File: src/rtl/video_regs_pkg.sv
// Shared register map, STAT bit positions and PPU mode encoding for the
// CPU-visible video register bank.
package video_regs_pkg;

  localparam int unsigned IDX_CTRL = 0;
  localparam int unsigned IDX_STAT = 1;
  localparam int unsigned IDX_SCY  = 2;
  localparam int unsigned IDX_SCX  = 3;
  localparam int unsigned IDX_LY   = 4;
  localparam int unsigned IDX_LYC  = 5;
  localparam int unsigned IDX_WY   = 6;
  localparam int unsigned IDX_WX   = 7;

  localparam int unsigned CTRL_LCD_EN = 7;

  localparam int unsigned STAT_LYC_EN = 6;
  localparam int unsigned STAT_OAM_EN = 5;
  localparam int unsigned STAT_VBL_EN = 4;
  localparam int unsigned STAT_HBL_EN = 3;

  typedef enum logic [1:0] {
    MODE_HBLANK = 2'd0,
    MODE_VBLANK = 2'd1,
    MODE_OAM    = 2'd2,
    MODE_XFER   = 2'd3
  } ppu_mode_t;

endpackage

File: src/rtl/video_regs_bank_if.sv
// CPU data-bus bundle between the CPU and the video register bank.
// Handshake: a read is combinational and valid (cpu_rdata_oe) in the same
// cycle cpu_rd is high on a mapped address; a write commits on the rising
// clk edge where cpu_wr is high. The bank never stalls, so there is no ready.
interface video_regs_bank_if #(
  parameter int ADDR_W = 8,
  parameter int DATA_W = 8
);
  logic [ADDR_W-1:0] cpu_addr;
  logic              cpu_rd;
  logic              cpu_wr;
  logic [DATA_W-1:0] cpu_wdata;
  logic [DATA_W-1:0] cpu_rdata;
  logic              cpu_rdata_oe;

  modport master (
    output cpu_addr, cpu_rd, cpu_wr, cpu_wdata,
    input  cpu_rdata, cpu_rdata_oe
  );

  modport slave (
    input  cpu_addr, cpu_rd, cpu_wr, cpu_wdata,
    output cpu_rdata, cpu_rdata_oe
  );
endinterface

File: src/rtl/stat_irq_gen.sv
// STAT interrupt: ORs the enabled sources into one line and pulses on its
// rising edge only, so a source joining an already-high line is swallowed.
module stat_irq_gen
  import video_regs_pkg::*;
(
  input  logic      clk,
  input  logic      nreset,
  input  logic      lyc_eq,
  input  ppu_mode_t ppu_mode,
  input  logic      lcd_en,
  input  logic      en_lyc,
  input  logic      en_oam,
  input  logic      en_vbl,
  input  logic      en_hbl,
  output logic      stat_irq
);

  logic w_stat_line;
  logic w_mode_src;
  logic r_stat_prev;

  always_comb begin
    w_mode_src = 1'b0;
    case (ppu_mode)
      MODE_HBLANK: w_mode_src = en_hbl;
      MODE_VBLANK: w_mode_src = en_vbl;
      MODE_OAM:    w_mode_src = en_oam;
      default:     w_mode_src = 1'b0;
    endcase
    w_stat_line = (lyc_eq & en_lyc) | (lcd_en & w_mode_src);
  end

  always_ff @(posedge clk or negedge nreset) begin
    if (!nreset) begin
      r_stat_prev <= 1'b0;
    end else begin
      r_stat_prev <= w_stat_line;
    end
  end

  assign stat_irq = w_stat_line & ~r_stat_prev;

endmodule

File: src/rtl/video_regs_bank.sv
// CPU-visible bank of video control registers with per-register double
// buffering, LY==LYC coincidence flag and edge-detected STAT interrupt.
module video_regs_bank
  import video_regs_pkg::*;
#(
  parameter int                         NUM_REGS    = 8,
  parameter int                         DATA_W      = 8,
  parameter int                         ADDR_W      = 8,
  parameter logic [ADDR_W-1:0]          BASE_ADDR   = 8'h40,
  parameter logic [NUM_REGS-1:0]        SHADOW_MASK = 8'b1100_1100,
  parameter logic [NUM_REGS-1:0]        RO_MASK     = 8'b0001_0000,
  parameter logic [NUM_REGS*DATA_W-1:0] RESET_VALS  = '0
) (
  input  logic                         clk,
  input  logic                         nreset,
  video_regs_bank_if.slave             bus,
  input  logic [7:0]                   ly,
  input  logic [1:0]                   ppu_mode,
  input  logic                         line_start,
  output logic [NUM_REGS*DATA_W-1:0]   regs_live,
  output logic [NUM_REGS*DATA_W-1:0]   regs_active,
  output logic [NUM_REGS-1:0]          shadow_pending,
  output logic                         lyc_eq,
  output logic                         stat_irq
);

  localparam int IDX_W = (NUM_REGS > 1) ? $clog2(NUM_REGS) : 1;
  localparam logic [ADDR_W:0] LO_ADDR = {1'b0, BASE_ADDR};
  localparam logic [ADDR_W:0] HI_ADDR = LO_ADDR + (ADDR_W+1)'(NUM_REGS);

  logic [ADDR_W:0] w_addr_ext;
  logic            w_hit;
  logic [IDX_W-1:0] w_idx;
  logic            w_oe;
  logic            w_lcd_en;
  logic [7:0]      w_lyc;
  logic            r_lyc_eq;

  assign w_addr_ext = {1'b0, bus.cpu_addr};
  assign w_hit      = (w_addr_ext >= LO_ADDR) && (w_addr_ext < HI_ADDR);
  assign w_idx      = IDX_W'(bus.cpu_addr - BASE_ADDR);
  assign w_oe       = bus.cpu_rd && w_hit;

  for (genvar gi = 0; gi < NUM_REGS; gi++) begin : g_reg
    logic              w_sel;
    logic [DATA_W-1:0] w_next;
    logic [DATA_W-1:0] r_live;

    assign w_sel = bus.cpu_wr && w_hit && (w_idx == IDX_W'(gi)) && !RO_MASK[gi];

    // STAT low bits are status views, never storage the CPU can change.
    if (gi == IDX_STAT) begin : g_stat
      assign w_next = w_sel ? {bus.cpu_wdata[DATA_W-1:3], r_live[2:0]} : r_live;
    end else begin : g_plain
      assign w_next = w_sel ? bus.cpu_wdata : r_live;
    end

    always_ff @(posedge clk or negedge nreset) begin
      if (!nreset) begin
        r_live <= RESET_VALS[gi*DATA_W +: DATA_W];
      end else begin
        r_live <= w_next;
      end
    end

    assign regs_live[gi*DATA_W +: DATA_W] = r_live;

    if (SHADOW_MASK[gi]) begin : g_shadow
      logic [DATA_W-1:0] r_active;
      logic              r_pending;

      // Loading w_next lets a write landing on line_start reach the PPU now.
      always_ff @(posedge clk or negedge nreset) begin
        if (!nreset) begin
          r_active  <= RESET_VALS[gi*DATA_W +: DATA_W];
          r_pending <= 1'b0;
        end else begin
          if (line_start) begin
            r_active <= w_next;
          end
          r_pending <= line_start ? 1'b0 : (r_pending | w_sel);
        end
      end

      assign regs_active[gi*DATA_W +: DATA_W] = r_active;
      assign shadow_pending[gi]               = r_pending;
    end else begin : g_direct
      assign regs_active[gi*DATA_W +: DATA_W] = r_live;
      assign shadow_pending[gi]               = 1'b0;
    end
  end

  always_comb begin
    bus.cpu_rdata = '0;
    if (w_oe) begin
      if (w_idx == IDX_W'(IDX_LY)) begin
        bus.cpu_rdata = DATA_W'(ly);
      end else if (w_idx == IDX_W'(IDX_STAT)) begin
        bus.cpu_rdata = {regs_live[IDX_STAT*DATA_W+3 +: DATA_W-3], r_lyc_eq, ppu_mode};
      end else begin
        bus.cpu_rdata = regs_live[w_idx*DATA_W +: DATA_W];
      end
    end
  end

  assign bus.cpu_rdata_oe = w_oe;

  assign w_lcd_en = regs_live[IDX_CTRL*DATA_W + CTRL_LCD_EN];
  assign w_lyc    = regs_live[IDX_LYC*DATA_W +: 8];

  // Gated by the registered lcd_en, so the flag drops one cycle after it.
  always_ff @(posedge clk or negedge nreset) begin
    if (!nreset) begin
      r_lyc_eq <= 1'b0;
    end else begin
      r_lyc_eq <= w_lcd_en && (ly == w_lyc);
    end
  end

  assign lyc_eq = r_lyc_eq;

  stat_irq_gen u_stat_irq_gen (
    .clk      (clk),
    .nreset   (nreset),
    .lyc_eq   (r_lyc_eq),
    .ppu_mode (ppu_mode_t'(ppu_mode)),
    .lcd_en   (w_lcd_en),
    .en_lyc   (regs_live[IDX_STAT*DATA_W + STAT_LYC_EN]),
    .en_oam   (regs_live[IDX_STAT*DATA_W + STAT_OAM_EN]),
    .en_vbl   (regs_live[IDX_STAT*DATA_W + STAT_VBL_EN]),
    .en_hbl   (regs_live[IDX_STAT*DATA_W + STAT_HBL_EN]),
    .stat_irq (stat_irq)
  );

endmodule

File: src/flat_wrapper.sv
// flat-port wrapper written by rule: the top's interface ports become plain ports
module video_regs_bank_flat import video_regs_pkg::*;
#(
  parameter int                         NUM_REGS    = 8,
  parameter int                         DATA_W      = 8,
  parameter int                         ADDR_W      = 8,
  parameter logic [ADDR_W-1:0]          BASE_ADDR   = 8'h40,
  parameter logic [NUM_REGS-1:0]        SHADOW_MASK = 8'b1100_1100,
  parameter logic [NUM_REGS-1:0]        RO_MASK     = 8'b0001_0000,
  parameter logic [NUM_REGS*DATA_W-1:0] RESET_VALS  = '0
)
  (clk, nreset, ly, ppu_mode, line_start, regs_live, regs_active, shadow_pending, lyc_eq, stat_irq, bus_cpu_addr, bus_cpu_rd, bus_cpu_wr, bus_cpu_wdata, bus_cpu_rdata, bus_cpu_rdata_oe);
  video_regs_bank_if #(.ADDR_W(ADDR_W), .DATA_W(DATA_W)) bus_i ();
  input  logic clk;
  input  logic nreset;
  input  logic [7:0] ly;
  input  logic [1:0] ppu_mode;
  input  logic line_start;
  output logic [NUM_REGS*DATA_W-1:0] regs_live;
  output logic [NUM_REGS*DATA_W-1:0] regs_active;
  output logic [NUM_REGS-1:0] shadow_pending;
  output logic lyc_eq;
  output logic stat_irq;
  input wire logic [$bits(bus_i.cpu_addr)-1:0] bus_cpu_addr;
  input wire logic [$bits(bus_i.cpu_rd)-1:0] bus_cpu_rd;
  input wire logic [$bits(bus_i.cpu_wr)-1:0] bus_cpu_wr;
  input wire logic [$bits(bus_i.cpu_wdata)-1:0] bus_cpu_wdata;
  output wire logic [$bits(bus_i.cpu_rdata)-1:0] bus_cpu_rdata;
  output wire logic [$bits(bus_i.cpu_rdata_oe)-1:0] bus_cpu_rdata_oe;
  assign bus_i.cpu_addr = bus_cpu_addr;
  assign bus_i.cpu_rd = bus_cpu_rd;
  assign bus_i.cpu_wr = bus_cpu_wr;
  assign bus_i.cpu_wdata = bus_cpu_wdata;
  assign bus_cpu_rdata = bus_i.cpu_rdata;
  assign bus_cpu_rdata_oe = bus_i.cpu_rdata_oe;
  video_regs_bank #(.NUM_REGS(NUM_REGS), .DATA_W(DATA_W), .ADDR_W(ADDR_W), .BASE_ADDR(BASE_ADDR), .SHADOW_MASK(SHADOW_MASK), .RO_MASK(RO_MASK), .RESET_VALS(RESET_VALS)) u_core (.clk(clk), .nreset(nreset), .bus(bus_i), .ly(ly), .ppu_mode(ppu_mode), .line_start(line_start), .regs_live(regs_live), .regs_active(regs_active), .shadow_pending(shadow_pending), .lyc_eq(lyc_eq), .stat_irq(stat_irq));
endmodule
File: config.mk
export PLATFORM = sky130hd
export DESIGN_NAME = video_regs_bank_flat
export DESIGN_NICKNAME = d
export VERILOG_FILES = /design/src/rtl/video_regs_pkg.sv /design/src/rtl/video_regs_bank_if.sv /design/src/rtl/stat_irq_gen.sv /design/src/rtl/video_regs_bank.sv /design/src/flat_wrapper.sv
export SDC_FILE = /design/constraint.sdc
export NUM_CORES = 1
export LEC_CHECK = 0
export CAP_MARGIN = 10
export CELL_PAD_IN_SITES_DETAIL_PLACEMENT = 1
export CELL_PAD_IN_SITES_GLOBAL_PLACEMENT = 1
export CORE_ASPECT_RATIO = 0.8
export CORE_UTILIZATION = 37
export CTS_BUF_LIST = sky130_fd_sc_hd__clkbuf_16
export CTS_CLUSTER_DIAMETER = 40
export CTS_CLUSTER_SIZE = 8
export DETAILED_ROUTE_END_ITERATION = 10
export PLACE_DENSITY_LB_ADDON = 0.1
export SLEW_MARGIN = 10
export SYNTH_ARGS = -nofsm -noshare
export SYNTH_HDL_FRONTEND = slang
export SYNTH_HIERARCHICAL = 1
export SYNTH_SLANG_ARGS = --single-unit
File: constraint.sdc
create_clock -name clk -period 2.7 [get_ports clk]
set_input_delay 0.405 -clock clk [delete_from_list [all_inputs] [get_ports clk]]
set_output_delay 0.405 -clock clk [all_outputs]
set_load 0.02 [all_outputs]
Word level (Yosys, flattened, before mapping). Cells that the tools add are included.

Logic and storage cells: 65. Output and inout port bits: 147. Memories kept: 0. Register bits after elaboration: 91. Latch bits: 0. Bits in writable memories: 0. ROM bits: 0.

Bitwise logic cells: 9. Multipliers: 0. Reductions and logical operators: 13. Equal/unequal tests: 10. Muxes and demuxes: 12. Shifts and indexed selects: 1. $lt $le $gt $ge: 2. Add/subtract/negate cells: 1. Div/mod/pow operators: 0.

Operators by type and width (count): variable part select 64 x 7 -> 8 bit (1); two-way mux 8 bit (7); == test 3 bit, second input constant (4); logical AND 1 bit (11); == test 8 bit (1); greater-or-equal comparator 8 x 7 -> 1 bit, second input constant (1); < comparator 8 x 7 -> 1 bit, second input constant (1); == test 3 x 2 -> 1 bit, second input constant (2); bitwise OR 1 bit (5); two-way mux 1 bit (4); bitwise AND 1 bit (3); == test 3 x 1 -> 1 bit, second input constant (1); zero test 3 bit (1); case mux 1 bit (3 select lines) (1); subtractor 3 x 1 -> 3 bit, second input constant (1); == test 2 x 1 -> 1 bit, second input constant (1); == test 2 bit, second input constant (1); zero test 2 bit (1); NOT 1 bit (1).

Longest topological paths before layout.
Word-level depth: 6. Gate-level depth with buffers: 6.

Modules after synthesis. Netlist, hierarchy kept.

Modules (own cells, without submodules): video_regs_bank (times used 1, cells an instance 332, area each 4426.7 um^2); stat_irq_gen (times used 1, cells an instance 7, area each 76.3 um^2).

Worst setup path after synthesis. OpenSTA, ideal clock, no wires.

Path type: input to output. From: input bus_cpu_addr[5]. To: output bus_cpu_rdata[0]. Cell stages on the path: 4. Data required time: 2.295 ns. Arrival: 2.023 ns. Slack: 0.272 ns. Cell sequence: or3_1 buf_6 nor2_1 a21boi_0.

Word-level cells in the longest chain between the ends: 4. Elaborated cells between the ends (all ways): 5.

RTL lines: start, declared (RTL line flat_wrapper.sv:24) `input wire logic [$bits(bus_i.cpu_addr)-1:0] bus_cpu_addr;`; greater-or-equal comparator 8 x 7 -> 1 bit / < comparator 8 x 7 -> 1 bit (equally long branches) (RTL line video_regs_bank.sv:40) `assign w_hit = (w_addr_ext >= LO_ADDR) && (w_addr_ext < HI_ADDR);`; logical AND 1 bit (*) (RTL line video_regs_bank.sv:40); logical AND 1 bit (*) (RTL line video_regs_bank.sv:42) `assign w_oe = bus.cpu_rd && w_hit;`; named net bus_cpu_rdata_oe (RTL line flat_wrapper.sv:29) `output wire logic [$bits(bus_i.cpu_rdata_oe)-1:0] bus_cpu_rdata_oe;`; two-way mux 8 bit (*) (RTL line video_regs_bank.sv:95) `if (w_oe) begin`; end, declared (RTL line flat_wrapper.sv:28) `output wire logic [$bits(bus_i.cpu_rdata)-1:0] bus_cpu_rdata;`.

Mark *: on every way through the listed nets, which the timed path passes. The rest lies on a longest branch.

Worst setup path in the final report.
From: input bus_cpu_addr[0]. To: output bus_cpu_rdata[1].

Word-level cells in the longest chain between the ends: 5. Elaborated cells between the ends (all ways): 11.

RTL lines: subtractor 3 x 1 -> 3 bit (RTL line video_regs_bank.sv:41) `assign w_idx = IDX_W'(bus.cpu_addr - BASE_ADDR);`; variable part select 64 x 7 -> 8 bit / == test 3 x 1 -> 1 bit (equally long branches) (RTL line video_regs_bank.sv:101, video_regs_bank.sv:98); two-way mux 8 bit (RTL line video_regs_bank.sv:98) `end else if (w_idx == IDX_W'(IDX_STAT)) begin`; two-way mux 8 bit (RTL line video_regs_bank.sv:96) `if (w_idx == IDX_W'(IDX_LY)) begin`; two-way mux 8 bit (*) (RTL line video_regs_bank.sv:95).

Every way passes the cells marked *; elsewhere a longest branch is shown, timed or not.

==> run_results.csv <==
group,metric,value,unit
power_and_ir_drop,p_total,0.00326,W
clocking,cts_buffer_depth,2,
clocking,clock_latency,0.35,ns
sta,hold_viol,0,
die,fp.coreArea,11700,um2
sta,fmax,379,MHz
setup_path,r2r_cells,4,
cells_and_area,final_util,55.6,%
detailed_routing,ant_nets,0,
worst_hold_path,hp-class,"primary input to asynchronous set/reset pin",
setup_path,cpPeakStageDelay,0.51,ns
detailed_routing,vias_per_cell,4.97,
synth,yosysWarnings,6,
global_routing,grt_pass1_wl,20900,um
global_routing,grt_overflow,0,
setup_path,crit_slowest_cell,"mux4_2",
detailed_routing,drc_errors,13,
setup_path,crit_buf_inv,4,
clocking,cts_root_buf,"clkbuf_16",
sta,finClkSkew,0.00596,ns
status,violations,"DRC",
setup_path,crit_type,"primary input to output pin",
detailed_routing,firstDrtPassIters,9,
synth,synth_area,4500,um2
clocking,path_clk_slew,0.07,ns
synth,yosysSeqAreaShare,50.6,%
setup_path,cp_common_cell,"buf_4",
setup_path,required,2.30,ns
die,io_pins,178,
sta,fin_crit,2.64,ns
setup_path,cp-start-kind,"primary input",
place,dpl.hpwl,9740,um
detailed_routing,drt-initial-drc-count,135,
cells_and_area,areaGrowthSynthToFinish,44.4,%
die,die_h,101,um
synth,synth_edf_count,0,
setup_path,worstPathCellList,"clkdlybuf4s50_1, buf_4, mux4_2, mux2i_1, buf_4, nor3_1, dlygate4sd2_1",
synth,synthArstFlopShare,100,%
sta,setup_viol,0,
place,port_buffers,151,
place,dp_cells,636,
clocking,clock-sinks,91,
cells_and_area,final_cell_mix,"clkdlybuf4s50_1 (139), mux2_2 (91), dfrtp_1 (91)",
global_routing,grt_max_degree,54,
sta,drv_slew,0,
setup_path,cp_max_fo,4,
sta,slew_headroom,40.2,%
global_routing,grt_pass1_vias,3355,
cells_and_area,final_area,6500,um2
setup_path,critPathArrivalTime,2.23,ns
sta,finalCritPeriodShare,97.7,%
clocking,cts_tree,"done",
setup_path,worst-path-stages,7,
synth,syn_avg_cell_area,13.3,um2
power_and_ir_drop,leakagePower,3.09,nW
setup_path,end_kind,"output pin",
cells_and_area,final-instance-count-excl-fill,658,
setup_path,cpLargestDelayFamily,"buffers and inverters",
synth,ys_types,37,
sta,fin_hold_ws,0.0266,ns
die,num_rows,35,
run,maxCapViolCount,0,
cells_and_area,num_antenna_cells,0,
global_routing,antenna_found_initial,0,
synth,synth-seq-cells,91,
die,die-area,12600,um2
die,start_util,38.5,%
clocking,htree_num_levels,3,
cells_and_area,final_nets,536,
clocking,hold_buffers,0,
detailed_routing,wl,13400,um
synth,syn_inst,339,
detailed_routing,wl_per_cell,20.4,um
cells_and_area,final_common_cell,"clkdlybuf4s50_1",
cells_and_area,drive_above_1_share,32.5,%
power_and_ir_drop,peakVddDrop,0.345,mV
cells_and_area,fillCellCount,1193,
clocking,cts_buffers,9,
setup_path,r2r-start,"u_core/g_reg[5].r_live[6]",
status,outcome,"finished with violations",
place,place_congestion,0.848,
detailed_routing,num_vias,3272,
setup_path,ff2ff_setup_slack,1.26,ns
die,die_x,125,um
place,dpl-instance-area,6170,um2
global_routing,grt_usage,22.3,%
power_and_ir_drop,power_density,502,nW/um2
sta,tightest_slew,0.896,ns
setup_path,r2r-end,"u_core/lyc_eq",
sta,rsz0062_at_grt,"no",
synth,synth_flop_cell,"dfrtp_1",
[repair_timing]
action,4_1_cts,5_1_grt
hold endpoints to repair,0,0
setup buffers,0,5
gates cloned,0,1
endpoints found under the setup margin,8,6
resized for setup,9,4
[synth_stat cells (2+ instances only)]
library cell  number  area share [%]
a22oi_1            2            0.33
a31oi_1            2            0.28
buf_1              4            0.33
buf_2              3            0.33
buf_4             51             8.5
clkbuf_1           4            0.33
dfrtp_1           91              51
inv_1              2            0.17
mux2_2            91              23
mux2i_1            5             1.1
mux4_2             7             3.5
nand2_1           13             1.1
nand3_1            2            0.22
nor2_1            14             1.2
nor2b_1            5            0.69
nor3_1             2            0.22
nor3b_4            2            0.83
nor4_1             2            0.28
o211a_1            3            0.67
o21ai_0            4            0.44
o221a_2            2            0.50
o22ai_1            7            0.97
xor2_1             7             1.4
[final cells by class]
cell class,instances,area (um2),area share (%)
Clock inverter,7,45.0,0.693
Multi-Input combinational cell,208,1880,28.8
Timing Repair Buffer,193,1890,29.0
Tap cell,148,185,2.85
Sequential cell,91,2280,35.0
Inverter,2,7.51,0.115
Clock buffer,9,225,3.46
[logic make-up after synthesis]
group	after synthesis	synth area share, %
xor gates and xnor gates	8	1.56
and+or+nand+nor	48	6.61
buffers and inverters	65	9.92
other	1	0.0833
AOI/OAI and AO/OA	23	3.89
DFF	91	50.6
muxes	103	27.4
[state kept, by name (all words and copies together) (netlist names)]
signal and cells:
u_core/g.r_live 53, u_core/lyc_eq 1, u_core/u_stat_irq_gen/r_stat_prev 1, u_core/g.g_shadow.r_active 32, u_core/g.g_shadow.r_pending 4
[worst max-delay path by stage]
| stage | start | end | slack, ns |
|---|---|---|---|
| floorplan | bus_cpu_addr[5] | bus_cpu_rdata[0] | 0.27 |
| global placement | bus_cpu_addr[1] | bus_cpu_rdata[7] | -0.16 |
| detailed placement | bus_cpu_addr[0] | bus_cpu_rdata[2] | -0.18 |
| CTS | bus_cpu_addr[1] | bus_cpu_rdata[7] | 0.01 |
| global route | bus_cpu_addr[5] | bus_cpu_rdata[0] | 0.009 |
| finish | bus_cpu_addr[0] | bus_cpu_rdata[1] | 0.06 |
[per-layer routing]
layer  GRT usage [%]  up-vias  share of wire (%)  wire length [um]
met3            6.37       11                6.4               855
met5               0        -                  0                 0
met4            6.10        0               0.98               131
li1                -     1479                  -                 -
met2            33.2      116                 44              5940
met1            31.8     1666                 48              6480
[report_power, final]
group          internal [W]  switching [W]
combinational      0.000297       0.000311
sequential          0.00143      0.0000592
clock              0.000621       0.000549
[per-stage QoR]
step                TNS, ns  worst slack, ns
finish                    0           0.0631
global route              0          0.00875
CTS                       0           0.0140
detailed placement    -2.04           -0.182
global placement      -1.88           -0.159
floorplan                 0            0.272
Note: power is estimated with default switching activity, not from simulation.
